File: config.mk
export PLATFORM = sky130hd
export DESIGN_NAME = arbiter_4way_rr_flat
export DESIGN_NICKNAME = d
export VERILOG_FILES = /design/src/rtl/arbiter_4way_rr_if.sv /design/src/rtl/arbiter_4way_rr.sv /design/src/flat_wrapper.sv
export SDC_FILE = /design/constraint.sdc
export NUM_CORES = 1
export LEC_CHECK = 0
export BUFFER_PORTS_ARGS = -buffer_cell sky130_fd_sc_hd__buf_4
export CAP_MARGIN = 15
export CORE_MARGIN = 3
export CORE_UTILIZATION = 40
export DETAILED_ROUTE_END_ITERATION = 10
export PLACE_DENSITY = 0.89
export SLEW_MARGIN = 25
export SYNTH_ARGS = -nofsm -noshare
export SYNTH_HDL_FRONTEND = slang
export SYNTH_SLANG_ARGS = --single-unit
File: constraint.sdc
create_clock -name clk -period 2.94 [get_ports clk]
set_input_delay 0 -clock clk [delete_from_list [all_inputs] [get_ports clk]]
set_output_delay 0 -clock clk [all_outputs]
set_load 0.005 [all_outputs]
File: src/rtl/arbiter_4way_rr_if.sv
// Bundle between the four requesters and the round-robin arbiter.
// The requester side drives req/din. The arbiter side returns the grant,
// the owner index, and the forwarded data word.
interface arbiter_4way_rr_if #(
    parameter int WIDTH = 16
);
    logic [3:0]         req;
    logic [4*WIDTH-1:0] din;
    logic [3:0]         gnt;
    logic [1:0]         gnt_sel;
    logic               gnt_valid;
    logic [WIDTH-1:0]   dout;

    modport master (
        output req,
        output din,
        input  gnt,
        input  gnt_sel,
        input  gnt_valid,
        input  dout
    );

    modport slave (
        input  req,
        input  din,
        output gnt,
        output gnt_sel,
        output gnt_valid,
        output dout
    );
endinterface

File: src/rtl/arbiter_4way_rr.sv
// Four-way round-robin arbiter for one shared WIDTH-bit resource port.
// The grant is registered and one-hot. Every change of owner passes through
// a single turnaround cycle in which no grant is active. An owner can be
// forced off after MAX_HOLD cycles while someone else waits.
module arbiter_4way_rr #(
    parameter int WIDTH    = 16,
    parameter int MAX_HOLD = 16
) (
    input logic              clk,
    input logic              rst,
    arbiter_4way_rr_if.slave bus
);
    localparam int HCNT_W   = (MAX_HOLD > 1) ? $clog2(MAX_HOLD) : 1;
    localparam int HOLD_LIM = (MAX_HOLD > 0) ? MAX_HOLD - 1 : 0;
    localparam logic [HCNT_W-1:0] HCNT_MAX = HCNT_W'(HOLD_LIM);

    typedef enum logic [1:0] {
        IDLE = 2'd0,
        BUSY = 2'd1,
        GAP  = 2'd2
    } state_t;

    state_t            state, state_nxt;
    logic [1:0]        ptr, ptr_nxt;
    logic [HCNT_W-1:0] hcnt, hcnt_nxt;
    logic [3:0]        gnt, gnt_nxt;
    logic [1:0]        sel, sel_nxt;

    logic              win_found;
    logic [1:0]        win_idx;
    logic              drop;
    logic              timeout;
    logic              gnt_valid;
    logic [WIDTH-1:0]  words [4];

    // Scan for the first requester, starting at ptr and wrapping modulo 4.
    always_comb begin
        win_found = 1'b0;
        win_idx   = ptr;
        for (int k = 0; k < 4; k++) begin
            if (!win_found && bus.req[ptr + 2'(k)]) begin
                win_found = 1'b1;
                win_idx   = ptr + 2'(k);
            end
        end
    end

    // Release causes while BUSY. sel names the owner in that state.
    // The hold limit only applies when another requester is waiting.
    assign drop    = ~bus.req[sel];
    assign timeout = (MAX_HOLD != 0) && (hcnt == HCNT_MAX) && ((bus.req & ~gnt) != 4'b0000);

    // Next-state and next-grant logic. Arbitration runs in both IDLE and GAP.
    always_comb begin
        state_nxt = state;
        ptr_nxt   = ptr;
        hcnt_nxt  = hcnt;
        gnt_nxt   = gnt;
        sel_nxt   = sel;
        case (state)
            IDLE, GAP: begin
                if (win_found) begin
                    state_nxt = BUSY;
                    gnt_nxt   = 4'b0001 << win_idx;
                    sel_nxt   = win_idx;
                    hcnt_nxt  = '0;
                end else begin
                    state_nxt = IDLE;
                    gnt_nxt   = 4'b0000;
                end
            end
            BUSY: begin
                if (drop || timeout) begin
                    // The released owner drops to lowest priority for the next scan.
                    state_nxt = GAP;
                    gnt_nxt   = 4'b0000;
                    ptr_nxt   = sel + 2'd1;
                end else if ((MAX_HOLD != 0) && (hcnt != HCNT_MAX)) begin
                    hcnt_nxt = hcnt + HCNT_W'(1);
                end
            end
            default: begin
                state_nxt = IDLE;
                gnt_nxt   = 4'b0000;
            end
        endcase
    end

    // State, pointer, hold counter and grant registers. Reset is asynchronous.
    always_ff @(posedge clk or posedge rst) begin
        if (rst) begin
            state <= IDLE;
            ptr   <= 2'd0;
            hcnt  <= '0;
            gnt   <= 4'b0000;
            sel   <= 2'd0;
        end else begin
            state <= state_nxt;
            ptr   <= ptr_nxt;
            hcnt  <= hcnt_nxt;
            gnt   <= gnt_nxt;
            sel   <= sel_nxt;
        end
    end

    // Split the packed request bus into words so the owner can select one.
    for (genvar i = 0; i < 4; i++) begin : g_words
        assign words[i] = bus.din[i*WIDTH +: WIDTH];
    end

    assign gnt_valid     = |gnt;
    assign bus.gnt       = gnt;
    assign bus.gnt_sel   = sel;
    assign bus.gnt_valid = gnt_valid;
    assign bus.dout      = gnt_valid ? words[sel] : '0;
endmodule

File: src/flat_wrapper.sv
// flat-port wrapper written by rule: the top's interface ports become plain ports
module arbiter_4way_rr_flat 
#(
    parameter int WIDTH    = 16,
    parameter int MAX_HOLD = 16
)
  (clk, rst, bus_req, bus_din, bus_gnt, bus_gnt_sel, bus_gnt_valid, bus_dout);
  arbiter_4way_rr_if #(.WIDTH(WIDTH)) bus_i ();
  input logic clk;
  input logic rst;
  input wire logic [$bits(bus_i.req)-1:0] bus_req;
  input wire logic [$bits(bus_i.din)-1:0] bus_din;
  output wire logic [$bits(bus_i.gnt)-1:0] bus_gnt;
  output wire logic [$bits(bus_i.gnt_sel)-1:0] bus_gnt_sel;
  output wire logic [$bits(bus_i.gnt_valid)-1:0] bus_gnt_valid;
  output wire logic [$bits(bus_i.dout)-1:0] bus_dout;
  assign bus_i.req = bus_req;
  assign bus_i.din = bus_din;
  assign bus_gnt = bus_i.gnt;
  assign bus_gnt_sel = bus_i.gnt_sel;
  assign bus_gnt_valid = bus_i.gnt_valid;
  assign bus_dout = bus_i.dout;
  arbiter_4way_rr #(.WIDTH(WIDTH), .MAX_HOLD(MAX_HOLD)) u_core (.clk(clk), .rst(rst), .bus(bus_i));
endmodule
==> results of run 1 <==
## worst register-to-register path: stages (launching register included)
cell,delay (ns)
sky130_fd_sc_hd__dfrtp_1,0.39
sky130_fd_sc_hd__ha_1,0.18
sky130_fd_sc_hd__nand3_1,0.11
sky130_fd_sc_hd__a41o_2,0.28
sky130_fd_sc_hd__a21boi_4,0.19
sky130_fd_sc_hd__mux2_4,0.31
## cell families after synthesis
group                      Yosys count  share of synthesized area (%)
AOI/OAI and AO/OA                   24                           15.8
xor gates and xnor gates             1                          0.658
adders and majority gates            1                          0.940
buffers and inverters               18                           7.52
DFF                                 14                           26.3
muxes                               19                           30.6
and+or+nand+nor                     38                           18.1
## per-layer routing
layer | share of wire (%) | global-route usage (%) | routed length (µm) | vias up
li1 | - | - | - | 621
met1 | 37 | 23.2 | 1590 | 635
met2 | 54 | 40.5 | 2340 | 61
met3 | 8.1 | 6.95 | 350 | 6
met4 | 1.1 | 4.04 | 47 | 0
met5 | 0 | 0 | 0 | -
## repair_timing
item / CTS / global route
gates resized for setup: 0 / 0
hold buffers: 1 / 0
endpoints found under the hold margin: 14 / 0
## stage by stage
| step | instances | worst slack (ns) | area (µm²) |
|---|---|---|---|
| global placement | 246 | 1.42 | 2040 |
| CTS | 251 | 1.05 | 2080 |
| global route | 251 | 0.977 | 2080 |
| detailed placement | 246 | 1.37 | 2040 |
| floorplan | 115 | 1.39 | 1330 |
| finish | 251 | 1.09 | 2080 |
## registers in the layout (all words and copies together) (netlist names)
signal	count
u_core.state	2
u_core.bus.gnt	4
u_core.hcnt	4
u_core.ptr	2
u_core.bus.gnt_sel	2
## Yosys cell counts
library cell / instances
sky130_fd_sc_hd__nor3b_1: 1
sky130_fd_sc_hd__mux4_2: 17
sky130_fd_sc_hd__a2bb2o_4: 1
sky130_fd_sc_hd__o22a_1: 1
sky130_fd_sc_hd__a21boi_4: 1
sky130_fd_sc_hd__buf_6: 3
sky130_fd_sc_hd__nand2_1: 4
sky130_fd_sc_hd__and2b_1: 3
sky130_fd_sc_hd__nor2_1: 1
sky130_fd_sc_hd__a31oi_1: 1
sky130_fd_sc_hd__nor2b_1: 15
sky130_fd_sc_hd__nand3_1: 5
sky130_fd_sc_hd__mux2_4: 1
sky130_fd_sc_hd__mux2i_1: 1
sky130_fd_sc_hd__o2bb2ai_1: 1
sky130_fd_sc_hd__a21oi_1: 2
sky130_fd_sc_hd__dfrtp_1: 14
sky130_fd_sc_hd__a21boi_0: 1
sky130_fd_sc_hd__o21bai_1: 1
sky130_fd_sc_hd__buf_2: 2
sky130_fd_sc_hd__nand2b_1: 4
sky130_fd_sc_hd__clkbuf_1: 1
sky130_fd_sc_hd__o22ai_1: 3
sky130_fd_sc_hd__nand3_2: 1
sky130_fd_sc_hd__xor2_1: 1
sky130_fd_sc_hd__o211ai_1: 2
sky130_fd_sc_hd__inv_1: 10
sky130_fd_sc_hd__ha_1: 1
sky130_fd_sc_hd__nand4b_1: 1
sky130_fd_sc_hd__o22a_2: 1
sky130_fd_sc_hd__a41o_2: 1
sky130_fd_sc_hd__nor4_2: 1
sky130_fd_sc_hd__o21ai_0: 5
sky130_fd_sc_hd__o31ai_1: 2
sky130_fd_sc_hd__and2b_2: 2
sky130_fd_sc_hd__o41ai_4: 1
sky130_fd_sc_hd__buf_4: 2
## worst paths after layout
check | from | to | slack, ns | cells past startpoint
worst max-delay path | u_core.bus.gnt_sel[0] | bus_dout[2] | 1.09 | 4
worst min-delay path | bus_req[2] | u_core.state[0] | 0.09 | 3
worst max register to register | u_core.hcnt[0] | u_core.ptr[1] | 1.39 | 5
worst min register to register | u_core.hcnt[3] | u_core.hcnt[3] | 0.51 | 1
max in group asynchronous | rst | u_core.hcnt[0] | 2.29 | 3
min in group asynchronous | rst | u_core.hcnt[3] | 0.30 | 3
## cell type report
type / count / area (µm²)
timing repair buffer: 96 / 723
tap: 44 / 55.1
inverter: 10 / 37.5
sequential: 14 / 350
fill: 255 / 1020
clock buffer: 4 / 36.3
multi-input combinational: 83 / 881
## where the power goes
part           internal, mW  total, mW  switching, mW  leakage [nW]
Combinational         0.798       1.38          0.583         0.787
Sequential            0.267      0.342         0.0744         0.180
Clock                0.0755      0.138         0.0624        0.0210
==> reports/metrics.yaml, run 1 <==
die:
  core.rowCount: 20
  dieHeight_um: 63.7
  die_outline_area_mm2: 0.00406
  coreArea_mm2: 0.00310
  dieWidth_um: 63.7
  floorplan.initialDensity_pct: 42.9
  top_level_ports: 93
layout:
  final_common_cell: "sky130_fd_sc_hd__buf_4"
  layout-drive-gt1-share_pct: 60.9
  design.final.nets: 279
  leading_cell_types_in_the_layout_fill_and_taps_excluded: "sky130_fd_sc_hd__buf_4, sky130_fd_sc_hd__mux4_2, sky130_fd_sc_hd__nor2b_1"
  antennaDiodeCount: 0
  postLayoutCoreUtil_pct: 67.1
  area_growth_pct: 56.5
clocking:
  root_buffer: "sky130_fd_sc_hd__clkbuf_4"
  num_clock_sinks: 14
  ctsHtreeMaxLevel: 1
  cts_buffer_depth: 2
  cts_post_setup_buffers_inserted: 0
  clock_pin_slew_reported_for_the_worst_setup_and_hold_paths_after_clock_tree_synthesis_ns: 0.07
  worstSkewPairLatency_ns: 0.29
  cts_tree: "yes"
  tritoncts.num_buffers: 3
logic_synthesis:
  syn-num-nets: 186
  yosys_warnings: 0
  mappedNetlistArea_mm2: 0.00133
  postSynthCellCount: 115
  synth_area_leaders: "sky130_fd_sc_hd__mux4_2, sky130_fd_sc_hd__dfrtp_1, sky130_fd_sc_hd__nor2b_1, sky130_fd_sc_hd__inv_1, sky130_fd_sc_hd__buf_6"
  synth_top_area_share_pct: 28.8
  synth.ff_latch_count: 14
  yosysTopAreaCell: "sky130_fd_sc_hd__mux4_2"
  synth_cell_type_count: 37
  post_synth.cell_area_avg_um2: 11.6
  synth_sequential_area_ratio_pct: 26.3
setup_path:
  kind_of_cell_with_the_highest_combined_delay_on_the_critical_path: "multiplexers"
  startpoint_type: "flip-flop"
  worstPathArrival_ns: 1.85
  path_class: "reg -> out"
  max_stage_delay_cell_worst_path: "sky130_fd_sc_hd__mux4_2"
  critical_path_required_ns: 2.94
  cp_cell_sequence: "buf_4 > mux4_2 > and2b_1 > buf_4"
  critical_path_peak_fanout: 20
  critical_path.n_buffers_inverters: 2
  max_stage_delay_ns: 0.56
  cpMostUsedCell: "sky130_fd_sc_hd__buf_4"
  cp-end-kind: "output pin"
run:
  max_capacitance_violation_count: 0
power_and_ir_drop:
  cellPowerDensity_mw_per_mm2: 893
  p_total_mw: 1.86
  leakage_nw: 0.988
  peak_vdd_ir_uv: 460
timing:
  max_freq_mhz: 541
  max_slew_margin_pct: 62.0
  fin_crit_ns: 1.85
  maxSlewViolCount: 0
  rsz0062_at_grt: "no"
  timing.final.setup_violations: 0
  skew_ns: 0.00662
  fin_tns_setup_ns: 0
  fin_worst_hold_slack_ns: 0.0871
  max_slew.worst_pin.slew_ns: 0.568
  finalCritPeriodShare_pct: 62.8
  finalHoldViolCount: 0
global_routing:
  groute.usage.overall_pct: 21.5
  grt_max_degree: 21
  global_route.overflow_total: 0
  vias_in_the_first_global_route: 1376
  grt_first_pass_wirelength_um: 6800
  initial_antenna_violation_count: 0
placed_design:
  gpl.final_weighted_congestion: 0.779
  place.port_buffers: 92
  post-dp-hpwl_um: 3600
drt:
  detailroute.via_count: 1323
  route.antenna.remaining_nets: 0
  routedWlPerCell_um: 17.2
  drcViolationCount: 0
  drt-total-wl_um: 4330
  detailedRoute.firstIterationViolations: 57
  drt_first_pass_iters: 4
  drt-vias-per-instance: 5.27
hold_path:
  hp-class: "in -> reg"
status:
  outcome: "completed"
(Power assumes the default switching activity.)
==> run 2, diff against run 1 <==
Clock period 2.94 ns to 1.92 ns, I/O delays scaled along.
==> run 2 against run 1 <==
Net effect: critical path depth stayed put; combinational power is 53% higher; routed wire length is 3.5% lower; sequential power rose by 54%; cell count is 0.40% lower; clock skew shrank 0.0011 ns; register-to-register slack worse by 1.1 ns.
==> reports/metrics.yaml, run 2 (synthesis results as in run 1) <==
clocking:
  cts_tree: "yes"  # unchanged
  cts_buffer_depth: 2  # unchanged
  ctsHtreeMaxLevel: 1  # unchanged
  cts_post_setup_buffers_inserted: 0  # unchanged
  worstSkewPairLatency_ns: 0.28  # was 0.29 ns
  clock_pin_slew_reported_for_the_worst_setup_and_hold_paths_after_clock_tree_synthesis_ns: 0.07  # about the same
  root_buffer: "sky130_fd_sc_hd__clkbuf_4"  # unchanged
  tritoncts.num_buffers: 3  # unchanged
  num_clock_sinks: 14  # unchanged
layout:
  fin_cells: 250  # was 251
  layout-drive-gt1-share_pct: 60.7  # was 60.9%
  design.final.nets: 279  # unchanged
  antennaDiodeCount: 0  # unchanged
  leading_cell_types_in_the_layout_fill_and_taps_excluded: "sky130_fd_sc_hd__buf_4, sky130_fd_sc_hd__mux4_2, sky130_fd_sc_hd__nor2b_1"  # unchanged
  biggest_registers_after_layout: "u_core.bus.gnt: 4 flops, u_core.hcnt: 4 flops"  # unchanged
  postLayoutCoreUtil_pct: 66.8  # was 67.1%
  stdcell_area_mm2: 0.00207  # was 0.00208 mm²
  final_common_cell: "sky130_fd_sc_hd__buf_4"  # unchanged
  area_growth_pct: 55.7  # was 56.5%
status:
  outcome: "completed"  # unchanged
setup_path:
  cp-end-kind: "output pin"  # unchanged
  regToRegEndpoint: "u_core.ptr[1]"  # unchanged
  r2r-start: "u_core.bus.gnt_sel[0]"  # was u_core.hcnt[0]
  critical_path_required_ns: 1.92  # was 2.94 ns
  startpoint_type: "flip-flop"  # unchanged
  worstPathArrival_ns: 1.79  # was 1.85 ns
  regToRegSetupSlack_ns: 0.32  # was 1.39 ns
  path_class: "reg -> out"  # unchanged
  reg2reg_depth: 3  # was 5
  critical_path_peak_fanout: 20  # unchanged
timing:
  max_slew.worst_pin.slew_ns: 0.560  # was 0.568 ns
  fin_tns_setup_ns: 0  # unchanged
  timing.final.setup_violations: 0  # unchanged
  rsz0062_at_grt: "no"  # unchanged
  fin_crit_ns: 1.79
  skew_ns: 0.00547  # was 0.00662 ns
  maxSlewViolCount: 0  # unchanged
  max_freq_mhz: 558
  fin_worst_hold_slack_ns: 0.0998  # was 0.0871 ns
  finalCritPeriodShare_pct: 93.3
  finalHoldViolCount: 0  # unchanged
  max_slew_margin_pct: 62.5  # was 62.0%
power_and_ir_drop:
  leakage_nw: 0.982  # was 0.988 nW
  clockPowerShare_pct: 5.8  # was 7.4%
  power.internal_mw: 1.71  # was 1.14 mW
  proportion_of_power_drawn_by_combinational_gates_pct: 75.4  # was 74.2%
  peak_vdd_ir_uv: 1050  # was 460 µV
  power_share_of_the_sequential_group_pct: 18.8  # was 18.4%
  switchingPower_mw: 1.09  # was 720 µW
  switching_share_of_total_power_pct: 38.8  # was 38.7%
  cellPowerDensity_mw_per_mm2: 1350  # was 893 mW/mm²
placed_design:
  gpl.final_weighted_congestion: 0.778  # was 0.779
  post-dp-hpwl_um: 3460  # was 3600 µm
  place.port_buffers: 92  # unchanged
  placed_cells: 246  # unchanged
  placed_area_mm2: 0.00204  # unchanged
die:
  dieWidth_um: 63.7  # unchanged
  coreArea_mm2: 0.00310  # unchanged
  floorplan.initialDensity_pct: 42.9  # unchanged
  die_outline_area_mm2: 0.00406  # unchanged
  top_level_ports: 93  # unchanged
  core.rowCount: 20  # unchanged
  dieHeight_um: 63.7  # unchanged
global_routing:
  groute.usage.overall_pct: 20.5  # was 21.5%
  grt_use_met1_pct: 21.6  # was 23.2%
  grt_first_pass_wirelength_um: 6510  # was 6800 µm
  global_routing_met2_resource_utilization_pct: 39.2  # was 40.5%
  grt_max_degree: 21  # unchanged
  global_route.overflow_total: 0  # unchanged
  initial_antenna_violation_count: 0  # unchanged
  grt_busiest_layer: "met2"  # unchanged
  vias_in_the_first_global_route: 1383  # was 1376
  grtUsageMet3_pct: 8.20  # was 6.95%
drt:
  drt-vias-per-instance: 5.25  # was 5.27
  detailedRoute.firstIterationViolations: 48  # was 57
  routedWlPerCell_um: 16.7  # was 17.2 µm
  drt-total-wl_um: 4170  # was 4330 µm
  route.antenna.remaining_nets: 0  # unchanged
  detailroute.via_count: 1313  # was 1323
  drcViolationCount: 0  # unchanged
  drt_first_pass_iters: 5  # was 4
hold_path:
  hold_path_depth: 3  # unchanged
  hp-class: "in -> reg"  # unchanged
  sink_of_the_worst_hold_path: "u_core.state[0]"  # unchanged
  holdCritStartpoint: "bus_req[2]"  # unchanged
run:
  max_capacitance_violation_count: 0  # unchanged
==> run 2: power groups by stage <==
| stage | clock (mW) | combinational (mW) | sequential, mW |
|---|---|---|---|
| final | 0.163 | 2.11 | 0.526 |
| after global routing | 0.181 | 2.29 | 0.545 |
| after CTS | 0.171 | 2.13 | 0.525 |
| after detailed placement | 0 | 2.12 | 0.528 |
| after global placement | 0 | 2.07 | 0.519 |
| after floorplan | 0 | 1.27 | 0.503 |
==> run 2: final cells by class <==
type                    instances  area [µm²]
flip-flops and latches         14         350
repair buffers                 96         727
multi-input cells              83         881
inverters                      10        37.5
fillers                       265        1030
well taps                      44        55.1
clock buffers                   3        22.5
==> run 2: repair_timing <==
item,CTS,global route
hold buffers,1,0
gates resized for setup,0,1
hold endpoints to repair,14,0
setup endpoints to repair,0,15
==> run 2: critical path, cell delays in order, from the launching register on <==
cell and delay (ns):
sky130_fd_sc_hd__dfrtp_1 0.39, sky130_fd_sc_hd__buf_6 0.27, sky130_fd_sc_hd__mux4_2 0.55, sky130_fd_sc_hd__nor2b_1 0.16
sky130_fd_sc_hd__buf_4 0.14
==> run 2: worst max path at each step <==
stage / startpoint / end / slack, ns / depth (start not counted)
final: u_core.bus.gnt_sel[0] / bus_dout[8] / 0.13 / 4
after detailed placement: u_core.bus.gnt_sel[0] / bus_dout[8] / 0.33 / 4
after global placement: u_core.bus.gnt_sel[0] / bus_dout[3] / 0.39 / 4
after floorplan: u_core.bus.gnt_sel[0] / u_core.ptr[1] / 0.37 / 3
after CTS: u_core.bus.gnt_sel[0] / bus_dout[8] / 0.02 / 4
after global routing: u_core.bus.gnt_sel[0] / bus_dout[8] / 0.03 / 4
==> run 2: stage by stage <==
step                      setup WS, ns  total power [mW]
after floorplan                  0.370              1.77
after CTS                       0.0167              2.82
final                            0.129              2.80
after detailed placement         0.333              2.65
after global routing            0.0268              3.01
after global placement           0.392              2.59
==> run 2: per-layer routing <==
layer / up-vias / part of all wire, %
met1: 626 / 34
met4: 0 / 0.34
met3: 2 / 10
met2: 67 / 55
li1: 618 / -
met5: - / 0
